**src/rtl/inst_fetch.sv**
```systemverilog
// Instruction fetch stage: owns the PC, keeps one word read in flight and holds
// the returned instruction in a single output register for decode.
module inst_fetch #(
   parameter logic [31:0] RESET_PC = 32'h0000_0000
) (
   input  logic        clk,
   input  logic        reset_n,
   output logic        mem_valid,
   output logic [31:0] mem_addr,
   input  logic        mem_ready,
   input  logic        mem_rvalid,
   input  logic [31:0] mem_rdata,
   output logic        inst_valid,
   output logic [31:0] inst,
   output logic [31:0] inst_pc,
   input  logic        inst_ready,
   input  logic        redirect_valid,
   input  logic [31:0] redirect_pc
);

   // state | meaning
   // IDLE  | no read outstanding; may issue when the output slot is free or being consumed
   // WAIT  | read outstanding; its response fills the output slot
   // DRAIN | read outstanding but flushed by a redirect; its response is thrown away
   typedef enum logic [1:0] {
      IDLE  = 2'd0,
      WAIT  = 2'd1,
      DRAIN = 2'd2
   } state_t;

   state_t      state;
   logic [31:0] pc;
   logic [31:0] req_pc;
   logic        accept;
   logic        consume;

   // Request is combinational so a new fetch can overlap the cycle decode takes the slot.
   assign mem_valid = reset_n && (state == IDLE) && !redirect_valid && (!inst_valid || inst_ready);
   assign mem_addr  = pc;
   assign accept    = mem_valid && mem_ready;
   assign consume   = inst_valid && inst_ready;

   always_ff @(posedge clk) begin
      if (!reset_n) begin
         state      <= IDLE;
         pc         <= RESET_PC;
         req_pc     <= 32'h0;
         inst_valid <= 1'b0;
         inst       <= 32'h0;
         inst_pc    <= 32'h0;
      end else if (redirect_valid) begin
         pc         <= {redirect_pc[31:2], 2'b00};
         inst_valid <= 1'b0;
         if (state == WAIT)
            state <= mem_rvalid ? IDLE : DRAIN;
      end else begin
         if (consume)
            inst_valid <= 1'b0;
         case (state)
            IDLE: begin
               if (accept) begin
                  req_pc <= pc;
                  pc     <= pc + 32'd4;
                  state  <= WAIT;
               end
            end
            WAIT: begin
               if (mem_rvalid) begin
                  inst       <= mem_rdata;
                  inst_pc    <= req_pc;
                  inst_valid <= 1'b1;
                  state      <= IDLE;
               end
            end
            DRAIN: begin
               if (mem_rvalid)
                  state <= IDLE;
            end
            default: state <= IDLE;
         endcase
      end
   end

endmodule
```
**config.mk**
```make
export PLATFORM = sky130hd
export DESIGN_NAME = inst_fetch
export DESIGN_NICKNAME = d
export VERILOG_FILES = /design/src/rtl/inst_fetch.sv
export SDC_FILE = /design/constraint.sdc
export NUM_CORES = 1
export LEC_CHECK = 0
export ABC_AREA = 1
export BUFFER_PORTS_ARGS = -buffer_cell sky130_fd_sc_hd__buf_2
export CAP_MARGIN = 20
export CELL_PAD_IN_SITES_DETAIL_PLACEMENT = 0
export CELL_PAD_IN_SITES_GLOBAL_PLACEMENT = 1
export CORE_MARGIN = 2
export CORE_UTILIZATION = 39
export DETAILED_ROUTE_END_ITERATION = 8
export PLACE_DENSITY = 0.95
export SLEW_MARGIN = 20
export SYNTH_ARGS = -nofsm -noshare
export SYNTH_HDL_FRONTEND = slang
export SYNTH_SLANG_ARGS = --single-unit
```
**constraint.sdc**
```tcl
create_clock -name clk -period 2.5 [get_ports clk]
set_input_delay 0.125 -clock clk [delete_from_list [all_inputs] [get_ports clk]]
set_output_delay 0.125 -clock clk [all_outputs]
set_load 0.02 [all_outputs]
```
==> impl_metrics.ini <==
[sta]
hold_viol = 0
period_share_pct = 75.89
drv_slew = 0
setup_violations = 0
grt_setup_unrepaired = false
tightest_slew_ns = 0.7695
tns_ns = 0
max_freq_mhz = 527.1
fin_crit_ns = 1.897
slew_headroom_pct = 48.70
fin_skew_ns = 0.007989
hold_slack_ns = 0.01051

[drt]
totalWireLength_um = 16110
vias = 5536
drt_iter0_drc = 299
dr.pass1.iters = 5
antenna_left = 0
wl_per_cell_um = 14.04
viasPerCell = 4.827
drc = 0

[grt]
grt_usage_pct = 21.29
grt_pass1_vias = 5094
grt_overflow = 0
grt_start_max_net_pins = 83
antenna_found_initial = 0
grt_pass1_wl_um = 24950

[worst_hold_path]
hp-start = redirect_pc[8]
hold_depth = 3
hold_end = mem_addr[8]
hold_class = in2reg

[setup_path]
cp.depth = 9
critPathTopFamily = buffers and inverters
cpPeakStageDelay_ns = 0.40
crit_path_max_fanout = 25
ff2ff_setup_slack_ns = 0.60
ff2ff_path_depth = 9
timing.rr.end = req_pc[17]
end_kind = flip-flop
critPathSlowestCell = inv_2
required_ns = 2.84
reg2reg_from = state[1]
crit_path_cell_trace = inv_1 -> ha_1 -> nand2_2 -> nor2_4 -> nand3_4 -> inv_2 -> buf_4 -> o21ai_0 -> a21oi_1
path_buf_inv = 3
worstSetupPathType = reg2reg
critPathLaunchType = flip-flop
critPathArrivalTime_ns = 2.24

[logic_synthesis]
ys_warn_count = 0
synth-seq-cells = 125
yosysSeqAreaShare_pct = 45.50
avgSynthCellArea_um2 = 7.115
synth_top_area_share_pct = 45.50
netlist_area_um2 = 5500
synthArstFlopShare_pct = 0
synth_area_leaders = dfxtp_1 45%, nor2_1 11%, nand2_1 9.9%
synth.distinct_cells = 37
synth_top_area_cell = dfxtp_1
synth_edf_count = 0
synth_flop_cell = dfxtp_1
synthCells = 773

[floorplan]
pin_count = 168
fp.dieArea_um2 = 15070
start_util_pct = 39.78
die_w_um = 122.8
coreArea_um2 = 13830
rows = 43
die_y_um = 122.8

[pwr]
power_density_nw_per_um2 = 746.4
finalPower_w = 0.005522
p_leak_nw = 3.492
vdd_drop_max_v = 0.0004145

[cells_and_area]
fin_area_um2 = 7398
nets = 1030
drive_gt1_share_pct = 23.99
utilization_pct = 53.51
diodes = 0
syn2layout_area_growth_pct = 34.51

[flow_run]
cap_violations = 0

[clock_tree]
numCtsBuffers = 17
cts.reportedPaths.clkPinSlew_ns = 0.05
clock-sinks = 125
post_cts_buffers = 0
clkLatencyLatePin_ns = 0.41
htreeDepth = 4
clock_path_buffers = 2
cts_root_buf = clkbuf_16
cts_tree = yes

[placement]
placed_cell_area_um2 = 6412
port_buffers = 161
gp_congestion = 0.8537
hpwl_um = 10600

[outcome]
outcome = finished clean
-- metal layers --
metal  track usage, %  up-vias  wire length [µm]
li1                 -     2842                 -
met1            25.96     2490              7128
met2            36.43      188              7576
met3            5.994       16              1188
met4            6.178        0               216
met5                0        -                 0
-- logic make-up (layout without fill, tap and decap cells) --
family                     Yosys count  count (layout)  share of synthesized area [%]
buffers and inverters              107             298                          8.303
DFF                                125             125                          45.50
AOI/OAI and AO/OA                  161             161                          16.15
and+or+nand+nor                    370             370                          28.34
adders and majority gates            3               3                         0.6825
xor gates and xnor gates             6               6                         0.9554
other                                1               4                        0.06818
-- worst reg2reg max path: stages, from the launching register on --
cell and delay (ns):
dfxtp_1 0.30, inv_1 0.07, ha_1 0.16, nand2_2 0.08, nor2_4 0.12, nand3_4 0.11, inv_2 0.40, buf_4 0.30
o21ai_0 0.11, a21oi_1 0.17
-- synthesized netlist by cell type, drive strengths merged, types with 2 or more instances --
cell and count:
a211oi 10, a31oi 4, o211ai 2, nor2 164, a21oi 51, buf 19, clkbuf 25, nand4 3
inv 62, xor2 5, dfxtp 125, nor3 11, nand3 37, nand3b 2, nand2 149, o21ai 93
nor3b 2, ha 3
-- state kept, by name, summed over array words and instances (netlist names) --
register / flops
inst: 32
state: 2
mem_addr: 30
inst_valid: 1
req_pc: 30
inst_pc: 30
-- per-stage QoR --
| stage | worst slack [ns] | std cells |
|---|---|---|
| after floorplan | 0.8441 | 776 |
| after global placement | 0.6886 | 1084 |
| after detailed placement | 0.6180 | 1084 |
| after CTS | 0.6011 | 1147 |
| after global routing | 0.4105 | 1147 |
| final | 0.6028 | 1147 |
-- layout by cell type (no fill, tap or decap), types with 2 or more instances in the layout --
| master | Yosys | routed |
|---|---|---|
| o211ai_1 | 2 | 2 |
| inv_1 | 58 | 58 |
| o21ai_0 | 85 | 85 |
| nor2_1 | 154 | 154 |
| inv_2 | 3 | 3 |
| bufinv_16 | 0 | 5 |
| nor2_2 | 7 | 6 |
| nand2_1 | 145 | 145 |
| dlygate4sd3_1 | 0 | 34 |
| a31oi_1 | 4 | 4 |
| clkbuf_16 | 0 | 17 |
| a21oi_1 | 51 | 51 |
| clkbuf_1 | 25 | 2 |
| dfxtp_1 | 125 | 125 |
| nand2_2 | 4 | 4 |
| nand3_1 | 35 | 35 |
| nand3b_1 | 2 | 2 |
| o21ai_1 | 8 | 8 |
| nand4_1 | 3 | 3 |
| ha_1 | 3 | 3 |
| buf_4 | 8 | 11 |
| conb_1 | 1 | 4 |
| clkbuf_8 | 0 | 4 |
| buf_2 | 6 | 161 |
| a211oi_2 | 9 | 9 |
| nor3_1 | 10 | 10 |
| nor2_4 | 3 | 4 |
| nor3b_2 | 2 | 2 |
| xor2_1 | 5 | 5 |
-- where the power goes --
| part | switching (W) | total, W | internal, W | leakage [nW] |
|---|---|---|---|---|
| sequential | 0.0000803 | 0.00218 | 0.00210 | 1.02 |
| clock | 0.000838 | 0.00270 | 0.00186 | 0.311 |
| combinational | 0.000408 | 0.000646 | 0.000239 | 2.16 |
-- how the worst max path moves through the flow --
stage,startpoint,endpoint,slack (ns)
finish,state[1],req_pc[17],0.60
global route,state[1],mem_addr[19],0.41
CTS,state[1],req_pc[17],0.60
detailed placement,state[1],req_pc[17],0.62
global placement,state[1],req_pc[14],0.69
floorplan,mem_addr[2],mem_addr[24],0.84
-- final cells by class --
| class | instances | area (µm²) |
|---|---|---|
| well taps | 180 | 225.2 |
| inverters | 63 | 239.0 |
| clock inverters | 6 | 157.7 |
| repair buffers | 206 | 1229 |
| clock buffers | 23 | 488.0 |
| multi-input cells | 544 | 2557 |
| flip-flops and latches | 125 | 2502 |
| fillers | 1340 | 6429 |
-- what timing repair did --
action,CTS,global route
setup endpoints to repair,0,0
endpoints found under the hold margin,34,0
resized for setup,0,0
hold buffers,34,0
(Power assumes the default switching activity.)
